[config.mk]
export PLATFORM = sky130hd
export DESIGN_NAME = instr_mem_loader
export DESIGN_NICKNAME = d
export VERILOG_FILES = /design/src/rtl/instr_mem_loader.sv
export SDC_FILE = /design/constraint.sdc
export NUM_CORES = 1
export LEC_CHECK = 0
export ABC_AREA = 1
export BUFFER_PORTS_ARGS = -buffer_cell sky130_fd_sc_hd__buf_4
export CAP_MARGIN = 20
export CORE_ASPECT_RATIO = 0.9
export CORE_MARGIN = 1
export CORE_UTILIZATION = 48
export CTS_CLUSTER_DIAMETER = 200
export DETAILED_ROUTE_END_ITERATION = 8
export PLACE_DENSITY_LB_ADDON = 0.25
export SLEW_MARGIN = 20
export SYNTH_ARGS = -nofsm -noshare
export SYNTH_HDL_FRONTEND = slang
export SYNTH_SLANG_ARGS = --single-unit
[constraint.sdc]
create_clock -name clk -period 2.21 [get_ports clk]
set_input_delay 0.1105 -clock clk [delete_from_list [all_inputs] [get_ports clk]]
set_output_delay 0.1105 -clock clk [all_outputs]
set_load 0.01 [all_outputs]
[src/rtl/instr_mem_loader.sv]
// rtl/instr_mem_loader.sv - splits 32-bit instruction words into big-endian byte writes
//
// Purpose: fills the byte-addressed instruction memory from a valid/ready word
// stream. Each accepted word becomes four consecutive byte writes, MSB first,
// starting at a word-aligned base address. The address pointer wraps modulo 2**ADDR_W.
//
// Ports:
//   clk         system clock, rising edge
//   rst         asynchronous reset, active low
//   start       one-cycle load request, honoured only while idle
//   base_addr   first byte address (bits [1:0] ignored)
//   word_count  number of words to load (0 completes immediately)
//   in_valid    source presents a word on in_word
//   in_word     instruction word
//   in_ready    loader takes a word this cycle
//   mem_we      byte write strobe
//   mem_addr    byte write address
//   mem_wdata   byte write data
//   busy        load in progress
//   checksum    modulo-256 byte sum of the current load (INSTR_LOADER_CHECKSUM_EN only)
//   done        one-cycle completion pulse
//
// Optional feature macro: INSTR_LOADER_CHECKSUM_EN

module instr_mem_loader #(
   parameter int ADDR_W = 8,
   parameter int CNT_W  = 7
) (
   input  logic              clk,
   input  logic              rst,
   input  logic              start,
   input  logic [ADDR_W-1:0] base_addr,
   input  logic [CNT_W-1:0]  word_count,
   input  logic              in_valid,
   input  logic [31:0]       in_word,
   output logic              in_ready,
   output logic              mem_we,
   output logic [ADDR_W-1:0] mem_addr,
   output logic [7:0]        mem_wdata,
   output logic              busy,
`ifdef INSTR_LOADER_CHECKSUM_EN
   output logic [7:0]        checksum,
`endif
   output logic              done
);

   typedef enum logic [1:0] {IDLE, ACCEPT, WRITE, DONE} state_t;

   state_t            state;
   state_t            nxt;
   logic [ADDR_W-1:0] ptr;
   logic [CNT_W-1:0]  remaining;
   logic [1:0]        beat;
   logic [31:0]       word;      // left-shifting copy of the word; [31:24] is the next byte
   logic              accept;
   logic              issue;     // a byte write is launched at this edge
   logic [7:0]        byte_nxt;

   always_ff @(posedge clk or negedge rst) begin
      if (!rst) state <= IDLE;
      else      state <= nxt;
   end

   always_comb begin
      nxt      = state;
      issue    = 1'b0;
      byte_nxt = 8'h00;
      accept   = (state == ACCEPT) && in_valid && in_ready;
      case (state)
         IDLE: begin
            if (start) nxt = (word_count == '0) ? DONE : ACCEPT;
         end
         ACCEPT: begin
            // beat 0 is launched on the accepting edge itself, straight from in_word
            if (accept) begin
               nxt      = WRITE;
               issue    = 1'b1;
               byte_nxt = in_word[31:24];
            end
         end
         WRITE: begin
            if (beat == 2'd3) begin
               nxt = (remaining == CNT_W'(1)) ? DONE : ACCEPT;
            end else begin
               issue    = 1'b1;
               byte_nxt = word[31:24];
            end
         end
         DONE:    nxt = IDLE;
         default: nxt = IDLE;
      endcase
   end

   always_ff @(posedge clk or negedge rst) begin
      if (!rst) begin
         in_ready  <= 1'b0;
         mem_we    <= 1'b0;
         mem_addr  <= '0;
         mem_wdata <= 8'h00;
         busy      <= 1'b0;
         done      <= 1'b0;
         ptr       <= '0;
         remaining <= '0;
         beat      <= 2'd0;
         word      <= 32'h0;
`ifdef INSTR_LOADER_CHECKSUM_EN
         checksum  <= 8'h00;
`endif
      end else begin
         in_ready <= (nxt == ACCEPT);
         mem_we   <= issue;
         // done follows the DONE state by one cycle; busy is held through that pulse
         done     <= (state == DONE);
         busy     <= (nxt != IDLE) || (state == DONE);

         if (issue) begin
            mem_addr  <= ptr;
            mem_wdata <= byte_nxt;
            ptr       <= ptr + ADDR_W'(1);
`ifdef INSTR_LOADER_CHECKSUM_EN
            checksum  <= checksum + byte_nxt;
`endif
         end

         if (state == IDLE && start) begin
            ptr       <= base_addr & ~ADDR_W'(3);
            remaining <= word_count;
`ifdef INSTR_LOADER_CHECKSUM_EN
            checksum  <= 8'h00;
`endif
         end

         if (accept) begin
            word <= {in_word[23:0], 8'h00};
            beat <= 2'd0;
         end

         if (state == WRITE) begin
            if (beat == 2'd3) begin
               remaining <= remaining - CNT_W'(1);
            end else begin
               beat <= beat + 2'd1;
               word <= {word[23:0], 8'h00};
            end
         end
      end
   end

endmodule

# After elaboration in Yosys (flattened, before gate mapping)
# Index checks and enable logic that the tools add are counted.
[classes]
n_eq_ne = 6
n_addsub = 3
n_reduce_logical = 8
muxes = 23
[ops]
columns = ["operator", "count"]
rows = [
  ["$mux W32", 3],
  ["$mux W8", 4],
  ["$mux W7", 3],
  ["$mux W2", 8],
  ["$pmux W8 S2", 1],
  ["$add A8 B1 Y8 const B", 1],
  ["$pmux W2 S4", 1],
  ["$eq A7 B1 Y1 const B", 1],
  ["$logic_not A7 Y1", 1],
  ["$sub A7 B1 Y7 const B", 1],
  ["$eq A2 B2 Y1 const B", 3],
  ["$eq A2 B1 Y1 const B", 2],
  ["$reduce_bool A2 Y1", 2],
  ["$logic_and A1 B1 Y1", 3],
  ["$add A2 B1 Y2 const B", 1],
  ["$logic_not A2 Y1", 1],
  ["$mux W1", 2],
  ["$pmux W1 S2", 1],
  ["$logic_or A1 B1 Y1", 1],
]
[word_totals]
inputBits = 51
ff_bits = 71

# Longest topological paths before layout
[logic_depth]
word_depth = 7
mapped_depth = 10
ltp_nobuf = 10

# Worst setup path before layout
# OpenSTA, ideal clock, no wires.
[synth_path]
path_kind = "reg-to-reg"
from = "register state[1]"
to = "register mem_addr[5]"
period_less_slack_ps = 1584
path_slack_ps = 626
path_buffers = 2
arrival_ps = 1462
required_time_ps = 2089
path_stages_with_launch = 8
path_cell_list = "dfrtp_1 inv_1 ha_1 clkbuf_1 nand2_4 buf_2 nand2_1 o21ai_1"
[synth_via]
elab_chain_len = 5
elab_cells_between_ends = 6
cone_classes = "eq/ne (2); mux (2); reduce/logical (2)"
[synth_lines]
columns = ["item", "line_no", "source"]
rows = [
  ["from (decl)", "49", "state_t state;"],
  ["from (signal assigned)", "61", "else state <= nxt;"],
  ["$eq A2 B1 Y1", "68, 69", ""],
  ["$logic_and A1 B1 Y1 (2 in a row)", "68", "accept = (state == ACCEPT) && in_valid && in_ready;"],
  ["$mux W1", "75", "if (accept) begin"],
  ["$pmux W1 S2 *", "69", "case (state)"],
  ["to (signal assigned)", "117", "mem_addr <= ptr;"],
  ["to (decl)", "38", "output logic [ADDR_W-1:0] mem_addr,"],
]
# Every way passes the cells marked *; elsewhere a longest branch is shown, timed or not.
# A chain may end at the register's enable or synchronous reset.

# Worst setup path in the final report
[layout_path]
from = "register state[1]"
to = "register ptr[6]"
[layout_via]
elab_chain_len = 6
elab_cells_between_ends = 10
cone_classes = "eq/ne (2); mux (3); reduce/logical (5)"
[layout_lines]
columns = ["item", "line_no", "source"]
rows = [
  ["$eq A2 B1 Y1", "68, 69", ""],
  ["$logic_and A1 B1 Y1 (2 in a row)", "68", ""],
  ["$mux W1", "75", ""],
  ["$pmux W1 S2", "69", ""],
  ["$reduce_bool A2 Y1 (no source line)", "-", ""],
  ["to (signal assigned)", "119", "ptr <= ptr + ADDR_W'(1);"],
  ["to (signal assigned)", "126", "ptr <= base_addr & ~ADDR_W'(3);"],
  ["to (decl)", "51", "logic [ADDR_W-1:0] ptr;"],
]
# Several ways; a longest one is shown, not always the timed one.

==> results.json <==
{
  "min_from": "in_word[6]",
  "setup_violations": 0,
  "dr_total_vias": 2987,
  "vias_per_cell": 4.93,
  "postLayoutCoreUtil_pct": 61.7,
  "path_cells": "inv_1, ha_2, nand3_2, nand2_4, nand2_4, nor2_1, nand3_1, nand2_1",
  "tns_ps": 0,
  "intPower_w": 0.00349,
  "initial_utilization_pct": 50.8,
  "cp_common_cell": "nand2_4",
  "numPortBuffers": 68,
  "pwr-share-comb_pct": 44.5,
  "cp_max_fo": 26,
  "grt_max_degree": 72,
  "yosysSeqAreaShare_pct": 48.4,
  "multi_input_area_mm2": 0.00151,
  "antenna_left": 0,
  "dr.pass1.iters": 4,
  "post_cts_buffers": 0,
  "grt_use_met1_pct": 27.5,
  "clkPwrFrac_pct": 18.6,
  "nNetsFinal": 568,
  "rows": 29,
  "clock_latency_ps": 350,
  "maxSlewHeadroom_pct": 42.9,
  "fin_crit_ps": 1950,
  "drt-initial-drc-count": 163,
  "root_buffer": "clkbuf_8",
  "peakVddDrop_mv": 0.606,
  "syn_to_final_growth_pct": 21.4,
  "rsz0062_at_grt": "false",
  "tritoncts": "built",
  "fill_cells": 628,
  "die_area_mm2": 0.00800,
  "ios": 71,
  "power.share.switching_pct": 39.4,
  "fin_crit_sh_pct": 88.3,
  "p_total_w": 0.00577,
  "track_usage_pct": 20.0,
  "numCtsBuffers": 9,
  "crit_family": "simple AND/OR/NAND/NOR gates",
  "grtUsageMet2_pct": 30.7,
  "clkTransAtPathRegs_ps": 70,
  "status": "finished clean",
  "register_area_mm2": 0.00178,
  "startpoint_type": "flip-flop",
  "p_sw_w": 0.00227,
  "ctsLongestPathBuffers": 2,
  "gp_congestion": 0.887,
  "dp_cells": 589,
  "cpMaxStageDelayCell": "dfrtp_1",
  "crit_required_ps": 2500,
  "worst_clock_skew_ps": 11.0,
  "end_kind": "flip-flop",
  "finalHoldViolations": 0,
  "critPathBufInv": 1,
  "synthCells": 442,
  "wl_per_cell_um": 12.1,
  "leakage_nw": 2.37,
  "finalWirelength_mm": 7.30,
  "worst_pin_slew_ps": 856,
  "startpoint": "state[1]",
  "syn_area_per_cell_um2": 8.30,
  "final_common_cell": "nand2_1",
  "ys_seq_elements": 71,
  "dp_hpwl_mm": 4.99,
  "powerDensity_mw_per_mm2": 1290,
  "die_y_um": 85.0,
  "grt-busiest-layer": "met2",
  "power_frac_seq_pct": 36.9,
  "gr-total-overflow": 0,
  "hold_slack_ps": 20.0,
  "worstReg2RegStart": "state[1]",
  "syn_nets": 502,
  "cts.sinks": 71,
  "hp-class": "primary input to flip-flop",
  "die_w_um": 94.2,
  "syn_area_mm2": 0.00367,
  "htreeDepth": 3,
  "maxCapViolations": 0,
  "report.final.slew_viol_count": 0,
  "cp_data_arrival_time_ps": 2240,
  "antenna-diode-count": 0,
  "crit_type": "flip-flop to flip-flop",
  "grt_pass1_wl_mm": 12.5,
  "antenna_found_initial": 0,
  "drive_gt1_share_pct": 22.6,
  "core_mm2": 0.00722,
  "fmax_ghz": 0.512,
  "grt_pass1_vias": 2796,
  "final_cell_mix": "nand2_1, dfrtp_1, buf_4, inv_1, nor2_1",
  "fin_cells": 606,
  "grt_use_met3_pct": 6.00,
  "drc": 0,
  "critical_path.max_stage_delay_ps": 420,
  "synth_cell_type_count": 33,
  "yosysWarningCount": 0
}
[per-layer routing]
layer | up-vias | wire length (µm)
met4 | 0 | 68
li1 | 1552 | -
met2 | 89 | 3190
met1 | 1338 | 3590
met3 | 8 | 456
met5 | - | 0
[cell type report]
class / instances / share of cell area (%)
clock buffers: 12 / 3.48
well taps: 93 / 2.61
inverters: 72 / 6.12
flip-flops and latches: 71 / 39.9
clock inverters: 4 / 1.18
multi-input cells: 282 / 34.0
repair buffers: 72 / 12.8
[worst register-to-register path, cell delays in order, from the launching register on]
cell	delay [ps]
dfrtp_1	420
inv_1	190
ha_2	270
nand3_2	200
nand2_4	200
nand2_4	210
nor2_1	220
nand3_1	100
nand2_1	80
[per-stage QoR]
step | setup slack, ps | cell area, µm²
floorplan | 626 | 3670
global placement | 268 | 4230
detailed placement | 227 | 4230
CTS | 202 | 4450
global route | 27.8 | 4450
finish | 259 | 4450
[state kept, by name, indices dropped and copies added (netlist names)]
name / cells
word: 32
done: 1
ptr: 8
state: 2
mem_we: 1
beat: 2
busy: 1
in_ready: 1
mem_wdata: 8
mem_addr: 8
remaining: 7
[power by group through the flow]
stage | clock network, W | registers, W | logic, W
after floorplan | 0 | 0.00217 | 0.00183
after global placement | 0 | 0.00213 | 0.00248
after detailed placement | 0 | 0.00214 | 0.00255
after CTS | 0.00110 | 0.00212 | 0.00259
after global routing | 0.00115 | 0.00219 | 0.00293
final | 0.00107 | 0.00213 | 0.00257
[synth_stat cells (all sizes together)]
library cell	number	area share (%)
or2	3	0.51
nand3	18	2.6
dfrtp	71	48
o22ai	9	1.5
nand2	114	13
buf	14	2.7
a32o	1	0.27
o31ai	1	0.20
nand3b	2	0.41
clkinv	1	0.10
ha	9	3.1
nor3	1	0.14
nand4	3	0.51
o211ai	23	6.9
a21oi	7	0.95
o21ai	47	6.4
clkbuf	3	0.31
inv	71	7.3
nor2	38	3.9
xor2	2	0.48
a211oi	1	0.20
a31oi	3	0.51
[final timing paths]
| check | cells past startpoint | end | slack (ps) |
|---|---|---|---|
| worst max-delay path | 8 | ptr[6] | 260 |
| worst min-delay path | 3 | word[14] | 20 |
| worst max register to register | 8 | ptr[6] | 260 |
| worst min register to register | 2 | mem_wdata[1] | 480 |
| max in group asynchronous | 2 | remaining[0] | 1240 |
| min in group asynchronous | 2 | mem_wdata[6] | 430 |
[cells by family after synthesis]
| family | after synthesis | share of synthesized area, % |
|---|---|---|
| AOI/OAI and AO/OA | 92 | 17.0 |
| xor gates and xnor gates | 2 | 0.477 |
| adders and majority gates | 9 | 3.07 |
| buffers and inverters | 89 | 10.4 |
| DFF | 71 | 48.4 |
| and+or+nand+nor | 179 | 20.6 |
[timing repair]
action / 4_1_cts / 5_1_grt
endpoints found under the hold margin: 71 / 0
hold buffers: 1 / 0
endpoints found under the setup margin: 0 / 2
resized for setup: 0 / 1
(Power assumes the default switching activity.)
